==> config.mk <==
export PLATFORM = sky130hd
export DESIGN_NAME = stim_gen_tx_flat
export DESIGN_NICKNAME = d
export VERILOG_FILES = /design/src/rtl/stim_gen_tx_if.sv /design/src/rtl/stim_gen_tx.sv /design/src/flat_wrapper.sv
export SDC_FILE = /design/constraint.sdc
export NUM_CORES = 1
export LEC_CHECK = 0
export ABC_AREA = 1
export CAP_MARGIN = 20
export CORE_MARGIN = 10
export CORE_UTILIZATION = 25
export DETAILED_ROUTE_END_ITERATION = 16
export PLACE_DENSITY = 0.47
export SLEW_MARGIN = 20
export SYNTH_ARGS = -nofsm -noshare
export SYNTH_HDL_FRONTEND = slang
export SYNTH_SLANG_ARGS = --single-unit
==> constraint.sdc <==
create_clock -name clk_f -period 3.3 [get_ports clk_f]
set_input_delay 0.66 -clock clk_f [delete_from_list [all_inputs] [get_ports clk_f]]
set_output_delay 0.66 -clock clk_f [all_outputs]
set_load 0.05 [all_outputs]
==> src/rtl/stim_gen_tx_if.sv <==
// Lane bus between the stimulus generator and the phy_tx loopback path.
// The master drives the transmit lanes and receives the looped-back lanes.
interface stim_gen_tx_if #(
  parameter int N_CH   = 4,
  parameter int DATA_W = 8
);
  logic [N_CH*DATA_W-1:0] data_out;
  logic [N_CH-1:0]        valid_out;
  logic [N_CH*DATA_W-1:0] data_back;
  logic [N_CH-1:0]        valid_back;

  modport master (
    output data_out,
    output valid_out,
    input  data_back,
    input  valid_back
  );

  modport slave (
    input  data_out,
    input  valid_out,
    output data_back,
    output valid_back
  );
endinterface

==> src/rtl/stim_gen_tx.sv <==
// Burst stimulus generator for the phy_tx datapath.
// Drives N_CH lanes in bursts of BURST_LEN beats separated by GAP_LEN idle
// cycles, with fixed / counter / Galois-LFSR patterns (lane i = base + i).
// Optional loopback checker enabled by the macro STIM_GEN_TX_CHECKER_EN.
//
// state | meaning
// IDLE  | waiting for start, valid_out low
// BURST | one beat on the lanes every cycle
// GAP   | idle cycles between bursts, last beat held, base frozen
// DONE  | one-cycle done pulse, then back to IDLE
module stim_gen_tx #(
  parameter int                N_CH      = 4,
  parameter int                DATA_W    = 8,
  parameter int                BURST_LEN = 4,
  parameter int                GAP_LEN   = 2,
  parameter logic [DATA_W-1:0] SEED      = 'hCC,
  parameter logic [DATA_W-1:0] LFSR_TAPS = 'hB8
) (
  input  logic              clk_f,
  input  logic              reset,
  input  logic              start,
  input  logic              stop,
  input  logic [1:0]        mode,
  input  logic [N_CH-1:0]   ch_en,
  input  logic [7:0]        n_bursts,
  stim_gen_tx_if.master     bus,
  output logic              busy,
  output logic              done,
  output logic [15:0]       err_count
);

  localparam int DW_ALL = N_CH * DATA_W;
  localparam int BCW    = (BURST_LEN < 2) ? 1 : $clog2(BURST_LEN);
  localparam int GCW    = (GAP_LEN < 2) ? 1 : $clog2(GAP_LEN);
  localparam logic [BCW-1:0] BEAT_LOAD = BCW'(BURST_LEN - 1);
  localparam logic [GCW-1:0] GAP_LOAD  = (GAP_LEN > 0) ? GCW'(GAP_LEN - 1) : '0;

  typedef enum logic [1:0] {S_IDLE, S_BURST, S_GAP, S_DONE} state_t;

  // Pattern step; mode 11 behaves like fixed.
  function automatic logic [DATA_W-1:0] advance(input logic [1:0] m,
                                                input logic [DATA_W-1:0] v);
    case (m)
      2'b01:   advance = v + DATA_W'(1);
      2'b10:   advance = (v >> 1) ^ (v[0] ? LFSR_TAPS : '0);
      default: advance = v;
    endcase
  endfunction

  // Lane i carries base + i, wrapping at DATA_W bits.
  function automatic logic [DW_ALL-1:0] spread(input logic [DATA_W-1:0] b);
    spread = '0;
    for (int i = 0; i < N_CH; i++) spread[i*DATA_W +: DATA_W] = b + DATA_W'(i);
  endfunction

  state_t              state_q;
  logic [1:0]          mode_q;
  logic [N_CH-1:0]     chen_q;
  logic [7:0]          nb_q;
  logic [7:0]          burst_q;
  logic [BCW-1:0]      beat_q;
  logic [GCW-1:0]      gap_q;
  logic [DATA_W-1:0]   base_q;
  logic [DW_ALL-1:0]   data_q;
  logic [N_CH-1:0]     valid_q;
  logic                busy_q;
  logic                done_q;

  logic [DATA_W-1:0]   start_base_d;
  logic [7:0]          burst_d;
  logic                start_go;
  logic                last_burst;

  // An all-zero seed would lock the LFSR, so it is replaced by 1.
  assign start_base_d = (mode == 2'b10 && SEED == '0) ? DATA_W'(1) : SEED;
  assign start_go     = (state_q == S_IDLE) && start;
  assign burst_d      = burst_q + 8'd1;
  assign last_burst   = (nb_q != 8'd0) && (burst_d == nb_q);

  // Sequencer: base_q always holds the value for the next beat to emit.
  always_ff @(posedge clk_f or negedge reset) begin
    if (!reset) begin
      state_q <= S_IDLE;
      mode_q  <= '0;
      chen_q  <= '0;
      nb_q    <= '0;
      burst_q <= '0;
      beat_q  <= '0;
      gap_q   <= '0;
      base_q  <= '0;
      data_q  <= '0;
      valid_q <= '0;
      busy_q  <= 1'b0;
      done_q  <= 1'b0;
    end else begin
      done_q <= 1'b0;
      case (state_q)
        S_IDLE: begin
          valid_q <= '0;
          if (start) begin
            mode_q  <= mode;
            chen_q  <= ch_en;
            nb_q    <= n_bursts;
            burst_q <= '0;
            beat_q  <= BEAT_LOAD;
            data_q  <= spread(start_base_d);
            valid_q <= ch_en;
            base_q  <= advance(mode, start_base_d);
            busy_q  <= 1'b1;
            state_q <= S_BURST;
          end
        end
        S_BURST: begin
          if (stop) begin
            valid_q <= '0;
            busy_q  <= 1'b0;
            done_q  <= 1'b1;
            state_q <= S_DONE;
          end else if (beat_q == '0) begin
            burst_q <= burst_d;
            if (last_burst) begin
              valid_q <= '0;
              busy_q  <= 1'b0;
              done_q  <= 1'b1;
              state_q <= S_DONE;
            end else if (GAP_LEN == 0) begin
              data_q  <= spread(base_q);
              valid_q <= chen_q;
              base_q  <= advance(mode_q, base_q);
              beat_q  <= BEAT_LOAD;
            end else begin
              valid_q <= '0;
              gap_q   <= GAP_LOAD;
              state_q <= S_GAP;
            end
          end else begin
            data_q  <= spread(base_q);
            valid_q <= chen_q;
            base_q  <= advance(mode_q, base_q);
            beat_q  <= beat_q - BCW'(1);
          end
        end
        S_GAP: begin
          if (stop) begin
            valid_q <= '0;
            busy_q  <= 1'b0;
            done_q  <= 1'b1;
            state_q <= S_DONE;
          end else if (gap_q == '0) begin
            data_q  <= spread(base_q);
            valid_q <= chen_q;
            base_q  <= advance(mode_q, base_q);
            beat_q  <= BEAT_LOAD;
            state_q <= S_BURST;
          end else begin
            gap_q <= gap_q - GCW'(1);
          end
        end
        default: begin
          valid_q <= '0;
          state_q <= S_IDLE;
        end
      endcase
    end
  end

  assign bus.data_out  = data_q;
  assign bus.valid_out = valid_q;
  assign busy          = busy_q;
  assign done          = done_q;

`ifdef STIM_GEN_TX_CHECKER_EN
  logic [DATA_W-1:0] exp_q [N_CH];
  logic [15:0]       err_q;
  logic [16:0]       mis_d;
  logic [16:0]       sum_d;

  // Number of lanes whose looped-back beat differs from its expected value.
  always_comb begin
    mis_d = '0;
    for (int i = 0; i < N_CH; i++) begin
      if (bus.valid_back[i] && (bus.data_back[i*DATA_W +: DATA_W] != exp_q[i]))
        mis_d = mis_d + 17'd1;
    end
  end

  assign sum_d = {1'b0, err_q} + mis_d;

  // Per-lane expected generators advance on their own valid_back, not on tx timing.
  always_ff @(posedge clk_f or negedge reset) begin
    if (!reset) begin
      for (int i = 0; i < N_CH; i++) exp_q[i] <= '0;
      err_q <= '0;
    end else if (start_go) begin
      for (int i = 0; i < N_CH; i++) exp_q[i] <= start_base_d + DATA_W'(i);
      err_q <= '0;
    end else begin
      for (int i = 0; i < N_CH; i++) begin
        if (bus.valid_back[i]) exp_q[i] <= advance(mode_q, exp_q[i]);
      end
      err_q <= sum_d[16] ? 16'hFFFF : sum_d[15:0];
    end
  end

  assign err_count = err_q;
`else
  logic unused_back;
  assign unused_back = ^{bus.data_back, bus.valid_back};
  assign err_count   = '0;
`endif

endmodule

==> src/flat_wrapper.sv <==
// flat-port wrapper written by rule: the top's interface ports become plain ports
module stim_gen_tx_flat 
#(
  parameter int                N_CH      = 4,
  parameter int                DATA_W    = 8,
  parameter int                BURST_LEN = 4,
  parameter int                GAP_LEN   = 2,
  parameter logic [DATA_W-1:0] SEED      = 'hCC,
  parameter logic [DATA_W-1:0] LFSR_TAPS = 'hB8
)
  (clk_f, reset, start, stop, mode, ch_en, n_bursts, busy, done, err_count, bus_data_out, bus_valid_out, bus_data_back, bus_valid_back);
  stim_gen_tx_if #(.N_CH(N_CH), .DATA_W(DATA_W)) bus_i ();
  input  logic clk_f;
  input  logic reset;
  input  logic start;
  input  logic stop;
  input  logic [1:0] mode;
  input  logic [N_CH-1:0] ch_en;
  input  logic [7:0] n_bursts;
  output logic busy;
  output logic done;
  output logic [15:0] err_count;
  output wire logic [$bits(bus_i.data_out)-1:0] bus_data_out;
  output wire logic [$bits(bus_i.valid_out)-1:0] bus_valid_out;
  input wire logic [$bits(bus_i.data_back)-1:0] bus_data_back;
  input wire logic [$bits(bus_i.valid_back)-1:0] bus_valid_back;
  assign bus_data_out = bus_i.data_out;
  assign bus_valid_out = bus_i.valid_out;
  assign bus_i.data_back = bus_data_back;
  assign bus_i.valid_back = bus_valid_back;
  stim_gen_tx #(.N_CH(N_CH), .DATA_W(DATA_W), .BURST_LEN(BURST_LEN), .GAP_LEN(GAP_LEN), .SEED(SEED), .LFSR_TAPS(LFSR_TAPS)) u_core (.clk_f(clk_f), .reset(reset), .start(start), .stop(stop), .mode(mode), .ch_en(ch_en), .n_bursts(n_bursts), .bus(bus_i), .busy(busy), .done(done), .err_count(err_count));
endmodule
Yosys cells after proc, flatten, opt, wreduce, memory -nomap -nowiden
Index checks and enable logic that the tools add are counted.
Cells by class
  mux-type cells: 55
  reductions and logical operators: 13
  eq/ne operators: 18
  bitwise logic cells: 1
  $add $sub $neg: 6
Operators by type and width (count)
  $mux W32: 5
  $pmux W32 S3: 1
  $mux W8: 9
  $pmux W8 S2: 3
  $pmux W8 S3: 1
  $mux W2: 10
  $mux W4: 5
  $add A8 B1 Y8 const B: 2
  $add A8 B2 Y8 const B: 2
  $mux W1: 15
  $ne A2 B2 Y1 const B: 7
  $pmux W2 S3: 2
  $pmux W4 S3: 1
  $reduce_and A5 Y1: 2
  $eq A8 B8 Y1: 1
  $reduce_bool A8 Y1: 1
  $xor A7 B8 Y8: 1
  $eq A2 B1 Y1 const B: 3
  $eq A2 B2 Y1 const B: 3
  $ne A3 B2 Y1 const B: 2
  $reduce_and A6 Y1: 1
  $logic_not A2 Y1: 2
  $pmux W1 S2: 2
  $reduce_and A4 Y1: 1
  other kinds (10): 11
Storage, ports and cells
  word-level logic and storage cells: 105
  output and inout port bits: 54
  bits in registers: 73

Logic depth before layout (Yosys ltp)
Gate-level depths: netlist of run 1.
  word-level depth: 7
  mapped depth: 14
  depth with buffers taken out: 14

Worst setup path after synthesis of run 1
OpenSTA, ideal clock, no wires.
  kind: flip-flop to flip-flop
  from: register u_core.state_q[0]
  to: register u_core.base_q[6]
  setup time: 0.128 ns
  slack: 1.527 ns
  required time: 3.172 ns
  arrival time: 1.646 ns
  stages on the path, launching flop included: 11
  clock period less this slack: 1.773 ns
  buffers on the path: 1
  cells stage by stage: dfrtp_1 -> inv_1 -> ha_1 -> inv_2 -> nor2_2 -> inv_2 -> a21oi_4 -> nor2_4 -> buf_6 -> o221ai_1 -> o21ai_1
Between the ends
  word-level cells in the longest chain between the ends: 3
  elaborated cells between the ends (all ways): 11
Ends and longest elaborated chain
  start: declaration: line stim_gen_tx.sv:56  | state_t state_q;
  start signal: assignment: line stim_gen_tx.sv:83  | state_q <= S_IDLE;
  start signal: assignment: line stim_gen_tx.sv:110  | state_q <= S_BURST;
  start signal: assignment: line stim_gen_tx.sv:118  | state_q <= S_DONE;
  $eq A2 B2 Y1, or another cell as far along: line stim_gen_tx.sv:97  | case (state_q)
  $ne A2 B2 Y1 (no line) / $reduce_bool A3 Y1 (equally long branches)
  $reduce_and A6 Y1 (no line)
  end signal: assignment: line stim_gen_tx.sv:108  | base_q <= advance(mode, start_base_d);
  end signal: assignment: line stim_gen_tx.sv:129  | base_q <= advance(mode_q, base_q);
  end signal: assignment: line stim_gen_tx.sv:139  | base_q <= advance(mode_q, base_q);
  end: declaration: line stim_gen_tx.sv:63  | logic [DATA_W-1:0] base_q;
Parallel ways exist; a longest one is shown, timed or not.
A chain may end at the register's enable or synchronous reset.

Worst setup path after layout of run 1
  from: input port stop
  to: register u_core.data_q[14] (netlist: u_core.bus.data_out[14])
Between the ends
  word-level cells in the longest chain between the ends: 2
  elaborated cells between the ends (all ways): 3
Ends and longest elaborated chain
  start: declaration: line flat_wrapper.sv:16  | input logic stop;
  $ne A2 B2 Y1 (no line)
  $reduce_and A6 Y1 (no line) *
  end signal: assignment: line stim_gen_tx.sv:106  | data_q <= spread(start_base_d);
  end signal: assignment: line stim_gen_tx.sv:127  | data_q <= spread(base_q);
  end signal: assignment: line stim_gen_tx.sv:137  | data_q <= spread(base_q);
  end: declaration: line stim_gen_tx.sv:64  | logic [DW_ALL-1:0] data_q;
Mark *: on every way between the ends. The rest lies on a longest branch, timed or not.

==> metrics.md, run 1 <==
| Metric | Value |
|---|---|
| Static Leakage | `2.20 nW` |
| Slew HR | `0.554` |
| Most used routing layer | `met2` |
| Setup TNS | `0 ns` |
| Post_cts resized | `0` |
| Tmin final | `2.37 ns` |
| Drt initial violations | `155` |
| Hold_buf cts | `0` |
| Dpl ws | `0.542 ns` |
| Fmax | `423 MHz` |
| Post-DP HPWL | `7940 um` |
| Worst Setup End Kind | `flop` |
| Root buf cell | `clkbuf_16` |
| Final nets | `593` |
| Final core utilization | `0.323` |
| Power, Total | `5.66 mW` |
| CP Launch Type | `input port` |
| Routability congestion estimate | `0.885` |
| Final setup violation count | `0` |
| Worst-Margin Slew | `0.669 ns` |
| N_diodes | `0` |
| Data arrival, critical path | `2.59 ns` |
| Final WS setup | `0.934 ns` |
| Critical Path RT | `3.53 ns` |
| Synth Register Bits | `71` |
| Final Max Tran Viols | `0` |
| Endpoints failing hold | `0` |
| DRC | `0` |
| Htree depth | `3` |
| Register area | `1780 um2` |
| Final Skew | `0.00739 ns` |
| Die area | `21000 um2` |
| Core Rows | `45` |
| Synth cell types | `48` |
| WL/cell | `14.2 um` |
| Max Cap Viol | `0` |
| I/O Buffers | `55` |
| Area occupied by multi-input gates | `1760 um2` |
| Pwr/cell area | `1150 nW/um2` |
| GRT met3 Usage | `0.0469` |
| Die span in y | `145 um` |
| Sink Count | `71` |
| Mapped Cells | `472` |
| Syn avg cell area | `8.27 um2` |
| Routing usage on met1 | `0.118` |
| DR pass1 iterations | `4` |
| Initial Util | `0.256` |
| Setup CP Type | `in -> reg` |
| Synth warn | `0` |
| CTS tree | `yes` |
| Largest net degree at the start of global routing | `29` |
| Max VDD drop | `0.453 mV` |
| Filler instances | `1612` |
| Post-CTS setup buffers | `0` |
| Unrepaired setup endpoints after global routing | `false` |
| Number of routed nets with antenna violations | `0` |
| Fin crit share | `0.717` |
| Hold Path Class | `in -> async` |
| Maximum fanout along the worst path | `16` |
| Total GRT Usage | `0.102` |
| Vias in the first global route | `3234` |
| Clk Latency, worst-skew pair | `0.34 ns` |
| First-pass GRT wire length | `17400 um` |
| Post-Syn Area | `3900 um2` |
| CTS clk-pin slew, worst paths | `0.05 ns` |
| Placeable Area | `15300 um2` |
| I/O pin count | `108` |
| Share of cells above drive strength 1 | `0.113` |
| Status | `completed` |
| Sequential fraction of the synthesis area | `0.455` |
| Die width | `145 um` |
| Maximum clock insertion buffer count | `2` |
| CTS buffer count | `9` |
| Hold WS | `0.358 ns` |
| WL final | `10600 um` |
| GRT Residual Overflow | `0` |
| Synth-to-layout area growth | `26.5%` |
| Initial antenna violation count | `0` |
| Met2 GRT Util | `0.168` |
| Via Count | `3208` |
| Vias/cell | `4.31` |
-- stage by stage --
step,instances,area [um2]
final,744,4940
after global routing,744,4940
after CTS,744,4940
after detailed placement,729,4610
after global placement,729,4610
after floorplan,487,3960
-- cell usage in the layout (no fill, tap or decap), types with 4 or more instances in the layout --
cell             instances
o22a_1                   5
nand3_1                 19
o22ai_1                  7
a31oi_1                  4
nand2_1                120
o21ai_1                  4
clkdlybuf4s50_1         54
nor2_2                   8
buf_4                    7
conb_1                  16
xor2_1                   6
a21boi_0                 4
dfrtp_1                 71
inv_2                    9
inv_1                   46
nor2_1                  32
nor2_4                   4
nand2_2                  6
clkbuf_16                9
o21ai_0                 37
ha_1                    10
a21oi_1                 12
-- final timing paths --
kind	from	endpoint	slack, ns	cells after the start
min in group clk_f	u_core.gap_q	u_core.gap_q	0.47	2
max reg2reg	u_core.state_q[0]	u_core.base_q[3]	0.96	9
min reg2reg	u_core.gap_q	u_core.gap_q	0.47	2
min	reset	u_core.nb_q[0]	0.36	1
max	stop	u_core.bus.data_out[14]	0.93	8
max in group asynchronous	reset	u_core.bus.data_out[19]	2.16	2
-- cell usage after synthesis, drive strengths merged --
cell	instances	area share
xor2	6	0.013
buf	27	0.050
ha	10	0.032
nor3	6	0.013
a32o	2	0.0051
nand3	22	0.032
conb	1	0.00096
a21oi	13	0.020
o311ai	2	0.0045
a22o	1	0.0022
o22ai	7	0.011
and2	2	0.0039
o21ai	42	0.055
o221ai	4	0.011
o2bb2ai	1	0.0038
nand3b	2	0.0038
a21boi	4	0.0077
nor4	1	0.0016
clkinv	1	0.00096
nand4	1	0.0016
xnor2	3	0.0067
clkbuf	4	0.0042
o22a	5	0.011
or2	1	0.0016
a22oi	2	0.0038
nor2	44	0.055
o31ai	1	0.0019
dfrtp	71	0.46
a2bb2oi	1	0.0022
a31oi	4	0.0064
nand2	126	0.13
inv	55	0.053
-- state kept, by name, summed over array words and instances, names as in the netlist --
signal                count
u_core.base_q             8
u_core.beat_q             2
u_core.burst_q            8
u_core.bus.data_out      30
u_core.bus.valid_out      4
u_core.busy               1
u_core.chen_q             4
u_core.done               1
u_core.gap_q              1
u_core.mode_q             2
u_core.nb_q               8
u_core.state_q            2
-- where the power goes --
part           leakage [nW]  switching, mW  internal, mW  total (mW)
Combinational          1.19           2.06          1.01        3.07
Clock                 0.160          0.365         0.733        1.10
Sequential            0.852          0.276          1.22        1.49
Total                  2.20           2.70          2.96        5.66
-- final cells by class --
cell class                 instances  share of cell area
sequential                        71               0.360
multi-input combinational        329               0.356
timing repair buffer              62               0.121
tap                              211              0.0535
clock buffer                      11              0.0471
inverter                          56              0.0426
clock inverter                     4              0.0193
-- critical path: stages --
cell             delay (ns)
clkdlybuf4s50_1        0.50
nand2_1                0.13
inv_2                  0.05
nor2_2                 0.18
nand2_2                0.29
nor2_2                 0.41
inv_2                  0.15
o22a_1                 0.20
-- cells by family after synthesis --
kind of cell               after synthesis  share of synthesized area
AOI/OAI and AO/OA                       89                      0.145
xor gates and xnor gates                 9                     0.0202
adders and majority gates               10                     0.0321
buffers and inverters                   87                      0.108
DFF                                     71                      0.455
other                                    1                   0.000961
and+or+nand+nor                        205                      0.238
-- routing by layer --
metal | vias up | share of wire
met3 | 10 | 0.066
met1 | 1509 | 0.44
met4 | 0 | 0.010
li1 | 1619 | -
met5 | - | 0
met2 | 70 | 0.49
No activity file was read; power rests on OpenSTA's default activity.
==> run 2: changes to the inputs <==
==> constraint.sdc (replaced) <==
create_clock -name clk_f -period 2.2 [get_ports clk_f]
set_input_delay 0.44 -clock clk_f [delete_from_list [all_inputs] [get_ports clk_f]]
set_output_delay 0.44 -clock clk_f [all_outputs]
set_load 0.05 [all_outputs]
==> run 2 against run 1 <==
Wire length shrank 1.4%. Design area rose by 2.9%. Power is 55% higher. Critical path depth down 7. Largest cell class unchanged. Highest routed layer unchanged.
==> metrics.md, run 2 (synthesized netlist as in run 1, its figures left out) <==
| Metric | Value |
|---|---|
| Status | `completed` |
| Fmax | `500 MHz` |
| Sink Count | `71` |
| Maximum fanout along the worst path | `3` |
| Post_cts resized | `0` |
| Static Leakage | `2.28 nW` |
| I/O Buffers | `55` |
| Crit path launch | `u_core.bus.data_out[24]` |
| Core Rows | `45` |
| CP Cell Sequence | `clkdlybuf4s50_1` |
| DRC | `0` |
| Post-CTS setup buffers | `0` |
| Die width | `145 um` |
| CP max stage cell | `clkdlybuf4s50_1` |
| N_diodes | `0` |
| Endpoints failing hold | `0` |
| Final setup violation count | `0` |
| Commonest non-fill, non-tap cell in the layout | `nand2_1` |
| Hold Path Class | `in -> async` |
| Clk Latency, worst-skew pair | `0.34 ns` |
| Largest net degree at the start of global routing | `72` |
| Largest stage delay on the critical path | `0.83 ns` |
| CTS buffer count | `9` |
| Final Max Tran Viols | `0` |
| Vias in the first global route | `3453` |
| Initial Util | `0.256` |
| Maximum clock insertion buffer count | `2` |
| WL final | `10400 um` |
| Initial antenna violation count | `0` |
| Worst Setup End Kind | `primary output` |
| Final instance area | `5080 um2` |
| Post-DP HPWL | `7840 um` |
| Max Cap Viol | `0` |
| Routability congestion estimate | `0.854` |
| Die span in y | `145 um` |
| Max VDD drop | `0.830 mV` |
| WL/cell | `13.8 um` |
| Critical Path RT | `1.76 ns` |
| Fin crit share | `0.909` |
| Placeable Area | `15300 um2` |
| Final Skew | `0.00696 ns` |
| Setup CP Type | `reg -> out` |
| Synth-to-layout area growth | `30.1%` |
| Total GRT Usage | `0.103` |
| DR pass1 iterations | `4` |
| Pwr/cell area | `1730 nW/um2` |
| CTS clk-pin slew, worst paths | `0.06 ns` |
| Worst r2r src | `u_core.state_q[0]` |
| Tmin final | `2.00 ns` |
| Post-DP Area | `4730 um2` |
| Drt initial violations | `223` |
| Via Count | `3269` |
| First-pass GRT wire length | `17800 um` |
| Crit-path leading delay family | `buffers and inverters` |
| Slew HR | `0.646` |
| Worst-Margin Slew | `0.530 ns` |
| Vias/cell | `4.31` |
| CP Launch Type | `flop` |
| GRT Residual Overflow | `0` |
| Data arrival, critical path | `1.56 ns` |
| CP Buf/Inv Count | `1` |
| Final nets | `606` |
| Unrepaired setup endpoints after global routing | `false` |
| Most frequent cells in the layout | `nand2_1, dfrtp_1, clkdlybuf4s50_1, inv_1, o21ai_0` |
| Setup TNS | `0 ns` |
| CTS tree | `yes` |
| Hold_buf cts | `0` |
| Root buf cell | `clkbuf_16` |
| Largest register FFs | `30` |
| Die area | `21000 um2` |
| Share of cells above drive strength 1 | `0.139` |
| I/O pin count | `108` |
| Number of routed nets with antenna violations | `0` |
| Htree depth | `3` |
-- run 2: cell types whose count changed in the layout (fill, tap and decap cells not counted) --
cell | before | now
buf_4 | 7 | 18
clkinv_4 | 0 | 3
buf_12 | 0 | 2
clkbuf_1 | 2 | 0
-- run 2: report_power, final --
group / internal, mW / switching [mW]
sequential: 1.82 / 0.376
combinational: 1.74 / 3.15
clock: 1.11 / 0.578
total: 4.67 / 4.10
-- run 2: layout make-up --
cell class	count	area, um2
Fill cell	1614	10200
Sequential cell	71	1780
Multi-Input combinational cell	329	1760
Timing Repair Buffer	75	721
Tap cell	211	264
Clock buffer	9	225
Inverter	56	210
Clock inverter	7	121
-- run 2: path summary, 6_finish.rpt --
check / depth (start not counted) / end / slack (ns)
max in group asynchronous: 2 / u_core.base_q[2] / 1.76
max reg2reg: 11 / u_core.base_q[7] / 0.26
min: 2 / u_core.nb_q[0] / 0.14
min reg2reg: 2 / u_core.gap_q / 0.47
min in group clk_f: 2 / u_core.gap_q / 0.47
max: 1 / bus_data_out[24] / 0.20
-- run 2: stage by stage --
stage / worst slack (ns) / std cells / total power [mW] / util / hold WS [ns]
2_1_floorplan: 0.427 / 487 / 5.59 / - / 0.144
3_5_place_dp: 0.0700 / 742 / 7.15 / 0.310 / 0.464
6_report: 0.200 / 758 / 8.78 / 0.333 / 0.136
4_1_cts: 0.181 / 758 / 8.92 / 0.333 / 0.149
5_1_grt: 0.0478 / 758 / 9.47 / 0.333 / 0.168
3_3_place_gp: 0.0812 / 742 / 7.15 / 0.310 / 0.458
-- run 2: per-layer routing --
layer	part of all wire	vias to the layer above	GRT usage
li1	-	1651	-
met1	0.45	1533	0.122
met2	0.48	71	0.168
met3	0.054	14	0.0342
met4	0.017	0	0.0373
met5	0	-	0
==> run 3: changes to the inputs <==
--- a/config.mk
+++ b/config.mk
@@ -6,6 +6,7 @@
 export NUM_CORES = 1
 export LEC_CHECK = 0
 export ABC_AREA = 1
+export ABC_CLOCK_PERIOD_IN_PS = 2200
 export CAP_MARGIN = 20
 export CORE_MARGIN = 10
 export CORE_UTILIZATION = 25
==> results of run 3 <==
The final DEF is identical to that of run 2; final timing and power are the same.
